$ cat config.mk
export PLATFORM = sky130hd
export DESIGN_NAME = restoring_divider_64bit
export DESIGN_NICKNAME = d
export VERILOG_FILES = /design/src/rtl/alu_pkg.sv /design/src/rtl/subtractor_64bit.sv /design/src/rtl/restoring_divider_64bit.sv
export SDC_FILE = /design/constraint.sdc
export NUM_CORES = 1
export LEC_CHECK = 0
export CORE_MARGIN = 2
export CORE_UTILIZATION = 30
export CTS_CLUSTER_SIZE = 25
export DETAILED_ROUTE_END_ITERATION = 12
export SLEW_MARGIN = 10
export SYNTH_ARGS = -nofsm -noshare
export SYNTH_HDL_FRONTEND = slang
export SYNTH_SLANG_ARGS = --single-unit
$ cat constraint.sdc
create_clock -name clk -period 3.5 [get_ports clk]
set_input_delay 0.35 -clock clk [delete_from_list [all_inputs] [get_ports clk]]
set_output_delay 0.35 -clock clk [all_outputs]
set_load 0.005 [all_outputs]
$ cat src/rtl/alu_pkg.sv
// Shared definitions for the ALU blocks: divider FSM state encoding, the default
// operand width and the width of the divider iteration counter.
package alu_pkg;

  typedef enum logic [1:0] {
    IDLE = 2'd0,
    RUN  = 2'd1,
    DONE = 2'd2
  } div_state_e;

  localparam int DIV_WIDTH = 64;

  // The counter has to reach WIDTH itself, hence the extra bit.
  function automatic int div_cnt_w(input int width);
    return $clog2(width) + 1;
  endfunction

  localparam int DIV_CNT_W = div_cnt_w(DIV_WIDTH);

endpackage

$ cat src/rtl/subtractor_64bit.sv
// Combinational ripple subtractor: diff = a - b - c_in, c_out is the borrow out.
module subtractor_64bit #(
  parameter int WIDTH = 64
) (
  input  logic [WIDTH-1:0] a,
  input  logic [WIDTH-1:0] b,
  input  logic             c_in,
  output logic [WIDTH-1:0] diff,
  output logic             c_out
);

  logic [WIDTH:0] full;

  assign full  = {1'b0, a} - {1'b0, b} - {{WIDTH{1'b0}}, c_in};
  assign diff  = full[WIDTH-1:0];
  assign c_out = full[WIDTH];

endmodule

$ cat src/rtl/restoring_divider_64bit.sv
// Unsigned restoring divider: one quotient bit per cycle, MSB first, followed by
// a single-cycle DONE pulse. A zero divisor skips RUN and reports div_by_zero.
module restoring_divider_64bit
  import alu_pkg::*;
#(
  parameter int WIDTH = DIV_WIDTH
) (
  input  logic             clk,
  input  logic             rst,
  input  logic             start,
  input  logic [WIDTH-1:0] dividend,
  input  logic [WIDTH-1:0] divisor,
  output logic             busy,
  output logic             done,
  output logic [WIDTH-1:0] quotient,
  output logic [WIDTH-1:0] remainder,
  output logic             div_by_zero
);

  localparam int CNT_W = div_cnt_w(WIDTH);
  localparam logic [CNT_W-1:0] LAST = CNT_W'(WIDTH);

  div_state_e state;
  div_state_e next_state;

  logic [CNT_W-1:0] cnt;
  logic [WIDTH-1:0] dvd_q;
  logic [WIDTH-1:0] rem;
  logic [WIDTH-1:0] dvs;

  logic [WIDTH:0]   shifted;
  logic [WIDTH-1:0] trial_diff;
  logic             low_borrow;
  logic             accept;
  logic [WIDTH-1:0] rem_next;

  // dvd_q shifts dividend bits out of the top while quotient bits enter at the bottom.
  assign shifted = {rem, dvd_q[WIDTH-1]};

  subtractor_64bit #(
    .WIDTH (WIDTH)
  ) u_sub (
    .a     (shifted[WIDTH-1:0]),
    .b     (dvs),
    .c_in  (1'b0),
    .diff  (trial_diff),
    .c_out (low_borrow)
  );

  // A set MSB in the shifted value absorbs the low-part borrow, so no borrow at WIDTH+1 bits.
  assign accept   = shifted[WIDTH] | ~low_borrow;
  assign rem_next = accept ? trial_diff : shifted[WIDTH-1:0];

  always_comb begin
    next_state = state;
    unique case (state)
      IDLE: begin
        if (start) begin
          next_state = (divisor == '0) ? DONE : RUN;
        end
      end
      RUN: begin
        if (cnt == LAST) begin
          next_state = DONE;
        end
      end
      DONE:    next_state = IDLE;
      default: next_state = IDLE;
    endcase
  end

  always_ff @(posedge clk) begin
    if (rst) begin
      state       <= IDLE;
      cnt         <= '0;
      dvd_q       <= '0;
      rem         <= '0;
      dvs         <= '0;
      quotient    <= '0;
      remainder   <= '0;
      div_by_zero <= 1'b0;
    end else begin
      state <= next_state;
      unique case (state)
        IDLE: begin
          if (start) begin
            if (divisor == '0) begin
              quotient    <= '1;
              remainder   <= dividend;
              div_by_zero <= 1'b1;
            end else begin
              dvd_q       <= dividend;
              dvs         <= divisor;
              rem         <= '0;
              cnt         <= '0;
              div_by_zero <= 1'b0;
            end
          end
        end
        RUN: begin
          if (cnt != LAST) begin
            dvd_q <= {dvd_q[WIDTH-2:0], accept};
            rem   <= rem_next;
            cnt   <= cnt + 1'b1;
          end else begin
            quotient  <= dvd_q;
            remainder <= rem;
          end
        end
        default: begin
        end
      endcase
    end
  end

  assign busy = (state != IDLE);
  assign done = (state == DONE);

endmodule

==> out/results.ini, run 1 <==
[floorplanning]
die_w_um = 246
dieArea_um2 = 60400
die_h_um = 246
start_util_pct = 30.3
fp-row-count = 88
coreArea_um2 = 57800
ios = 262

[synth]
synth-async-reset-ratio_pct = 0
netlist_area_um2 = 17500
synth_edf_count = 0
synthesis.nets = 2370
synth_top_cell_by_area = dfxtp_1
ys_warn_count = 0
yosysUniqueCellTypes = 68
yosysSeqAreaShare_pct = 37.7
synth_seq_cells = 330
synthCells = 2172
yosys_most_used_dff = dfxtp_1
synth_area_leaders = dfxtp_1 (38%), a211oi_1 (8.4%), nor2_1 (7.8%), a21oi_1 (5.6%), ha_1 (4.7%)
syn_area_per_cell_um2 = 8.08
synth_top_area_share_pct = 37.7

[global_route]
grt_start_max_net_pins = 131
grt_pass1_wl_um = 91400
antenna_found_initial = 4
grt_pass1_vias = 15700
track_usage_pct = 19.2
grt-ovfl-total = 0

[sta]
setup_viol = 0
fmax_ghz = 0.293
finalHoldViolations = 0
worst_slack_ps = 82.8
period_minus_slack_ps = 3420
fin_worst_skew_ps = 11.5
worst_pin_slew_ps = 1030
finalCritPeriodShare_pct = 97.6
slew_headroom_pct = 31.2
setup-tns-final_ps = 0
slew_viol_final = 0

[placement]
pre_cts_ws_ps = -88.7
place_congestion = 0.876
io_buffers = 261
dp_hpwl_um = 46000

[worst_setup_path]
path_class = reg -> reg
critPathCaptureType = flop
r2r_end = rem[56]
crit_path_start_kind = flop
crit_required_ps = 3960
timing.rr.start = dvd_q[63]
reg2reg_depth = 15
crit_fanout = 10
crit_path_start = dvd_q[63]
worstPathArrival_ps = 3880
regToRegSetupSlack_ps = 80

[finish]
fillCellCount = 5802
drive_above_1_share_pct = 10.3
multi_input_area_um2 = 10100
area_delta_synth_final_pct = 30.5
seqCellArea_um2 = 6610
final_nets = 2621

[detailed_routing]
vias = 16600
avgViaCountPerCell = 5.18
first_pass_iters = 7
drt_iter0_markers = 1116
post_drt_wl_per_cell_um = 19.0
drc_errors = 0
wirelength_um = 61100
drtAntennaViolNets = 0

[job]
drv_cap = 0

[cts]
htree_levels = 2
cts_sinks = 330
clk_path_buf_depth = 3
cts_root_buffer = clkbuf_16
clk_pin_slew_ps = 60
insertion_delay_ps = 550
cts_buffers = 38
postCtsHoldBufs = 0
cts_tree = built

[hold_path]
holdPathEnd = state[0]
hp-start = rst
holdPathStages = 2
hold_path_class = in -> reg

[run_status]
outcome = completed

[power]
irDropWorstVdd_uv = 541
power_density_nw_per_um2 = 592
leakage_uw = 0.00898

## repair_timing
item | CTS | global route
resized for setup | 3 | 36
setup buffers | 0 | 6
endpoints found under the setup margin | 55 | 63
pin swaps | 1 | 20
cloned | 0 | 9
## power breakdown
part | leakage, uW | switching [uW] | internal [uW] | total, uW
clock network | 0.000578 | 1590 | 2290 | 3890
logic | 0.00571 | 3200 | 2230 | 5430
registers | 0.00269 | 257 | 3980 | 4240
total | 0.00898 | 5050 | 8510 | 13600
## synthesized netlist by cell type (3+ instances only)
cell type  count
nor3_1        19
o21bai_1      11
nor4_1        21
nand3_1       15
inv_1         91
a21o_1        37
a211o_1        5
buf_6          7
a211oi_1     197
ha_1          66
dfxtp_1      330
nor2b_1        7
o211a_1        3
mux2i_1       64
nand2_1      180
a21boi_0       6
and4_1         4
xor2_1        26
or3_1          8
o211ai_2      51
buf_2         18
o211ai_1      15
o21ai_0       47
a21oi_1      198
nor2_1       365
nand2b_1       6
nand4_1       65
and2_1        67
and3_1         7
a31oi_1        9
o221ai_1       5
clkbuf_1     128
o31ai_1        4
or2_2          4
o21a_1         9
xnor2_1       36
## state kept, by name, summed over array words and instances (netlist names)
register / flops
dvs: 64
dvd_q: 64
cnt: 7
div_by_zero: 1
state: 2
remainder: 64
quotient: 64
rem: 64
## cells in the final DEF (no fill, tap or decap), types with 36 or more instances in the layout
| cell type | Yosys | routed |
|---|---|---|
| a211oi_1 | 197 | 197 |
| a21o_1 | 37 | 37 |
| a21oi_1 | 198 | 196 |
| and2_1 | 67 | 66 |
| buf_4 | 2 | 80 |
| clkbuf_16 | 0 | 43 |
| clkdlybuf4s50_1 | 0 | 260 |
| dfxtp_1 | 330 | 327 |
| ha_1 | 66 | 63 |
| inv_1 | 91 | 89 |
| mux2i_1 | 64 | 64 |
| nand2_1 | 180 | 179 |
| nand4_1 | 65 | 65 |
| nor2_1 | 365 | 363 |
| o211ai_2 | 51 | 50 |
| o21ai_0 | 47 | 44 |
| xnor2_1 | 36 | 36 |
## cell type report
type / instances / area share, %
multi-input combinational: 1594 / 44.0
sequential: 330 / 28.9
timing repair buffer: 368 / 16.2
clock buffer: 55 / 4.74
tap: 765 / 4.18
inverter: 91 / 1.49
clock inverter: 9 / 0.453
antenna: 2 / 0.0219
## worst max-delay path, cell delays in order, from the launching register on
cell and delay (ps):
dfxtp_2 320, inv_2 80, ha_4 140, inv_1 50
fa_2 380, a211oi_2 260, o21a_2 210, o31ai_4 70
a31o_2 220, a32o_2 260, o2111a_2 310, nor3_4 230
o211ai_4 190, buf_6 190, a21o_1 210, o221ai_1 200
## cells by family after synthesis
kind of cell,synth area share (%)
compound gates,25.0
xor+xnor,3.10
fa+ha+maj,4.82
buf+inv,5.81
flops,37.7
mux,3.65
simple gates,20.0
## worst max-delay path by stage
| stage | to | slack (ps) |
|---|---|---|
| after detailed placement | rem[33] | -90 |
| after CTS | rem[19] | 40 |
| after global placement | rem[33] | -30 |
| after floorplan | rem[0] | 350 |
| after global routing | rem[17] | -10 |
| final | rem[56] | 80 |
## metal layers
metal,vias to the layer above,part of all wire (%),track usage [%]
met4,4,2.7,6.06
met2,476,43,28.8
met3,83,5.8,3.20
li1,8250,-,-
met5,-,0.034,0
met1,7830,48,27.8
## stage by stage
step	total power, uW	cell area, um2	util (%)	hold WS (ps)	instances
floorplan	7530	17500	-	460	2172
global placement	9130	21400	37.0	474	3133
detailed placement	9140	21400	37.0	482	3133
CTS	13100	22600	39.1	239	3197
global route	14200	22900	39.6	284	3214
finish	13600	22900	39.6	267	3214
Note: power is estimated with default switching activity, not from simulation.
==> inputs of run 2 (changes only) <==
Settings changed: SETUP_SLACK_MARGIN set to 0.02.
==> run 2 against run 1 <==
Effect of this change:
- via count is 0.28% lower
- global-route usage unchanged
- sequential share of layout area hardly changed
- cell count unchanged
- clock power about the same
- die area is the same
- largest power group unchanged
- highest routed layer unchanged
==> out/results.ini, run 2 (synthesis results as in run 1) <==
[run_status]
outcome = completed

[floorplanning]
die_h_um = 246  ; unchanged
fp-row-count = 88  ; unchanged
start_util_pct = 30.3  ; unchanged
ios = 262  ; unchanged
coreArea_um2 = 57800  ; unchanged
dieArea_um2 = 60400  ; unchanged
die_w_um = 246  ; unchanged

[global_route]
grt_start_max_net_pins = 131  ; unchanged
grt-ovfl-total = 0  ; unchanged
grt_pass1_wl_um = 91400  ; unchanged
grt_pass1_vias = 15700  ; unchanged
track_usage_pct = 19.2  ; unchanged
antenna_found_initial = 4  ; unchanged

[power]
leakage_uw = 0.00897  ; about the same
power_frac_comb_pct = 40.2  ; about the same
irDropWorstVdd_uv = 547  ; +1.2%
p_sw_uw = 5060  ; +0.25%
p_total_uw = 13600  ; +0.16%
power_density_nw_per_um2 = 592  ; about the same
p_clk_share_pct = 28.6  ; about the same
power.share.sequential_pct = 31.2  ; about the same
internal_power_uw = 8520  ; +0.11%
swShare_pct = 37.3  ; about the same

[worst_setup_path]
critPathCaptureType = flop
crit_path_start_kind = flop
r2r_end = rem[56]
path_class = reg -> reg
timing.rr.start = dvd_q[63]
crit_fanout = 10  ; unchanged
reg2reg_depth = 15  ; unchanged
regToRegSetupSlack_ps = 90  ; about the same
crit_required_ps = 3960  ; about the same
worstPathArrival_ps = 3870  ; about the same

[detailed_routing]
drt_iter0_markers = 1118  ; +0.18%
avgViaCountPerCell = 5.16  ; -0.28%
drc_errors = 0  ; unchanged
vias = 16600  ; -0.28%
wirelength_um = 61200  ; about the same
drtAntennaViolNets = 0  ; unchanged
first_pass_iters = 5  ; -2
post_drt_wl_per_cell_um = 19.0  ; about the same

[cts]
cts_tree = built
insertion_delay_ps = 550  ; about the same
postCtsHoldBufs = 0  ; unchanged
cts_buffers = 38  ; unchanged
clk_pin_slew_ps = 60  ; about the same
cts_sinks = 330  ; unchanged
cts_root_buffer = clkbuf_16
htree_levels = 2  ; unchanged
clk_path_buf_depth = 3  ; unchanged

[placement]
place_congestion = 0.876  ; unchanged
dpl_cell_area_um2 = 21400  ; unchanged
dp_hpwl_um = 46000  ; unchanged
io_buffers = 261  ; unchanged

[sta]
finalCritPeriodShare_pct = 97.4  ; -0.22 points
slew_headroom_pct = 31.1  ; -0.15 points
slew_viol_final = 0  ; unchanged
rsz0062_at_grt = true
setup_viol = 0  ; unchanged
fmax_ghz = 0.293  ; +0.23%
period_minus_slack_ps = 3410  ; -7.78 ps
finalHoldViolations = 0  ; unchanged
worst_pin_slew_ps = 1030  ; +2.23 ps
fin_worst_skew_ps = 11.4  ; -0.171 ps
holdWs_ps = 264  ; -3.29 ps
setup-tns-final_ps = 0  ; unchanged

[hold_path]
hp-start = rst
hold_path_class = in -> reg
holdPathEnd = state[0]
holdPathStages = 2  ; unchanged

[finish]
fillCellCount = 5799  ; -0.052%
layout_common_cells = nor2_1 (363), dfxtp_1 (326), clkdlybuf4s50_1 (260), a211oi_1 (197), a21oi_1 (196)
drive_above_1_share_pct = 10.5  ; +0.16 points
layout_commonest_cell = nor2_1
final_nets = 2621  ; unchanged
stdcell_area_um2 = 22900  ; +0.11%
post-route-util_pct = 39.7  ; +0.043 points
area_delta_synth_final_pct = 30.7

[job]
drv_cap = 0  ; unchanged

run 2: worst max-delay path by stage:
stage,to,startpoint,slack [ps],cells past startpoint
after CTS,rem[19],dvd_q[63],40,15
after global placement,rem[33],rem[42],-30,13
after floorplan,rem[0],dvd_q[63],350,15
after detailed placement,rem[33],rem[42],-90,13
after global routing,rem[17],dvd_q[63],-0.1,15
final,rem[56],dvd_q[63],90,15
run 2: cell type report:
class,instances,area [um2],area share [%]
well taps,765,957,4.18
repair buffers,368,3720,16.2
diodes,2,5.00,0.0218
clock buffers,55,1090,4.74
clock inverters,9,104,0.453
flip-flops and latches,330,6610,28.8
multi-input cells,1594,10100,44.1
inverters,91,342,1.49
run 2: power by group through the flow:
stage | combinational, uW | clock (uW) | sequential [uW]
6_report | 5450 | 3880 | 4240
3_5_place_dp | 4830 | 0 | 4310
3_3_place_gp | 4820 | 0 | 4300
2_1_floorplan | 3340 | 0 | 4190
4_1_cts | 4870 | 3980 | 4230
5_1_grt | 5870 | 4130 | 4260
run 2: per-stage QoR:
stage | worst slack [ps] | std cells
3_5_place_dp | -88.7 | 3133
6_report | 90.6 | 3214
3_3_place_gp | -32.8 | 3133
2_1_floorplan | 354 | 2172
4_1_cts | 36.8 | 3197
5_1_grt | -0.130 | 3214
run 2: metal layers:
metal	part of all wire [%]	GRT usage [%]
met5	0.034	0
met3	6.1	3.20
met1	48	27.8
met4	2.7	6.06
met2	43	28.8
run 2: worst max-delay path: stages (launching register included):
cell,delay [ps]
dfxtp_2,320
inv_2,80
ha_4,140
inv_2,40
fa_2,380
a211oi_2,260
o21a_2,230
o31ai_4,70
a31o_2,220
a32o_2,260
o2111a_2,300
nor3_4,230
o211ai_4,190
buf_6,190
a21o_1,210
o221ai_1,200
run 2: timing repair:
item,4_1_cts,5_1_grt
resized for setup,3,43
gates cloned,0,9
setup endpoints to repair,56,63
buffers inserted,0,6
pin swaps,1,27
==> inputs of run 3 (changes only) <==
Settings changed: DONT_BUFFER_PORTS set to 1.
==> run 3 against run 2 <==
Effect of this change:
- clock skew rose by 14 ps
- utilization shrank 2.0 points
- highest routed layer unchanged
- maximum frequency rose by 0.33%
- worst hold slack worse by 110 ps
- power decreased by 1.9%
- via count is 0.81% lower
- sequential power is essentially flat
- worst setup slack better by 11 ps
==> out/results.ini, run 3 (synthesis results as in run 1) <==
[hold_path]
hold_path_class = in -> reg
hp-start = dividend[9]
holdPathEnd = dvd_q[9]
holdPathStages = 3  ; +1

[worst_setup_path]
crit_required_ps = 3980  ; +20 ps
crit_fanout = 6  ; -4
reg2reg_depth = 15  ; unchanged
critPathCaptureType = flop
regToRegSetupSlack_ps = 100  ; about the same
timing.rr.start = dvd_q[63]
worstPathArrival_ps = 3880  ; about the same
path_class = reg -> reg
crit_path_start_kind = flop
r2r_end = rem[8]

[power]
leakage_uw = 0.00886  ; -1.3%
p_sw_uw = 4970  ; -1.7%
internal_power_uw = 8340  ; -2.1%
swShare_pct = 37.4  ; +0.096 points
power_density_nw_per_um2 = 611  ; +3.3%
power.share.sequential_pct = 31.7  ; +0.5 points
irDropWorstVdd_uv = 437  ; -20%
power_frac_comb_pct = 39.8  ; -0.4 points
p_clk_share_pct = 28.4  ; -0.2 points

[cts]
clk_pin_slew_ps = 70  ; about the same
cts_root_buffer = clkbuf_16
cts_sinks = 330  ; unchanged
insertion_delay_ps = 560  ; about the same
clk_path_buf_depth = 3  ; unchanged
htree_levels = 2  ; unchanged
cts_buffers = 36  ; -5.3%
cts_tree = built

[floorplanning]
dieArea_um2 = 60400  ; unchanged
die_w_um = 246  ; unchanged
coreArea_um2 = 57800  ; unchanged
die_h_um = 246  ; unchanged
ios = 262  ; unchanged
fp-row-count = 88  ; unchanged
start_util_pct = 30.3  ; unchanged

[sta]
slew_viol_final = 0  ; unchanged
setup_viol = 0  ; unchanged
setup-tns-final_ps = 0  ; unchanged
worst_pin_slew_ps = 824  ; -210 ps
fin_worst_skew_ps = 25.8  ; +14.4 ps
slew_headroom_pct = 45.1  ; +14 points
finalHoldViolations = 0  ; unchanged
finalCritPeriodShare_pct = 97.1  ; -0.32 points
fmax_ghz = 0.294  ; +0.33%
period_minus_slack_ps = 3400  ; -11.2 ps

[detailed_routing]
drt_iter0_markers = 1076  ; -3.8%
vias = 16500  ; -0.81%
wirelength_um = 61700  ; +0.88%
first_pass_iters = 5  ; unchanged
drtAntennaViolNets = 0  ; unchanged
drc_errors = 0  ; unchanged
avgViaCountPerCell = 5.29  ; +2.5%
post_drt_wl_per_cell_um = 19.8  ; +4.2%

[global_route]
grt_start_max_net_pins = 180  ; +37%
track_usage_pct = 19.5  ; +0.25 points
grt-ovfl-total = 0  ; unchanged
grt_pass1_vias = 15700  ; -0.15%
grt_pass1_wl_um = 92400  ; +1.1%
antenna_found_initial = 8  ; +4

[placement]
dp_hpwl_um = 44000  ; -4.5%
io_buffers = 0  ; -100%
place_congestion = 0.900  ; +2.8%
dp_cells = 2880  ; -8.1%

[finish]
fillCellCount = 5851  ; +0.90%
layout_commonest_cell = nor2_1
drive_above_1_share_pct = 11.1  ; +0.55 points
layout_common_cells = nor2_1 (363), dfxtp_1 (326), a211oi_1 (197), a21oi_1 (196), nand2_1 (180)
seqCellArea_um2 = 6610  ; unchanged
area_delta_synth_final_pct = 24.1
final_nets = 2509  ; -4.3%
multi_input_area_um2 = 10100  ; about the same
final_cells = 3111  ; -3.2%

[job]
drv_cap = 0  ; unchanged

[run_status]
outcome = completed

run 3: cell type report:
class / count / share of cell area, %
antenna: 12 / 0.138
clock buffer: 52 / 4.70
clock inverter: 9 / 0.506
inverter: 91 / 1.57
multi-input combinational: 1595 / 46.4
sequential: 330 / 30.4
tap: 765 / 4.40
timing repair buffer: 257 / 11.9
run 3: worst max-delay path by stage:
stage               depth (start not counted)  slack, ps      start       to
floorplan                                  15        350  dvd_q[63]   rem[0]
global placement                           15        110  dvd_q[63]   rem[1]
detailed placement                         15         30  dvd_q[63]  rem[13]
CTS                                        15         10  dvd_q[63]  rem[62]
global route                               15        -20  dvd_q[63]  rem[32]
finish                                     15        100  dvd_q[63]   rem[8]
run 3: critical path, cell delays in order (launching register included):
cell and delay [ps]:
dfxtp_2 330, inv_2 70, ha_4 130, inv_2 40, fa_2 360, a211oi_2 260, o21a_1 210, o31ai_4 80
a31o_2 220, a32o_2 260, o2111a_2 300, nor3_4 280, o211ai_4 180, and2_4 270, clkbuf_16 180, o211ai_2 150
run 3: through the flow:
stage	util [%]	setup slack [ps]	instance area, um2	total power, uW	hold slack, ps
after global placement	32.6	106	18800	8920	449
after CTS	37.1	12.3	21400	12900	131
after floorplan	-	354	17500	7530	460
final	37.7	102	21800	13300	154
after detailed placement	32.6	34.6	18800	8950	447
after global routing	37.6	-16.0	21800	14000	146
run 3: what timing repair did:
| action | in CTS | in global routing |
|---|---|---|
| pin swaps | 1 | 22 |
| cloned | 0 | 9 |
| hold endpoints to repair | 266 | 0 |
| endpoints found under the setup margin | 14 | 66 |
| gates resized for setup | 2 | 27 |
| hold buffers | 144 | 0 |
| setup buffers | 0 | 5 |
run 3: power groups by stage:
stage                     Combinational (uW)  Clock [uW]  Sequential, uW
after floorplan                         3340           0            4190
final                                   5300        3780            4230
after global placement                  4630           0            4290
after detailed placement                4650           0            4300
after CTS                               4830        3890            4220
after global routing                    5750        4030            4250
run 3: routing by layer:
metal | global-route usage [%] | share of wire, %
met1 | 25.7 | 44
met2 | 30.0 | 44
met3 | 5.04 | 7.9
met4 | 8.27 | 3.8
met5 | 0 | 0.021
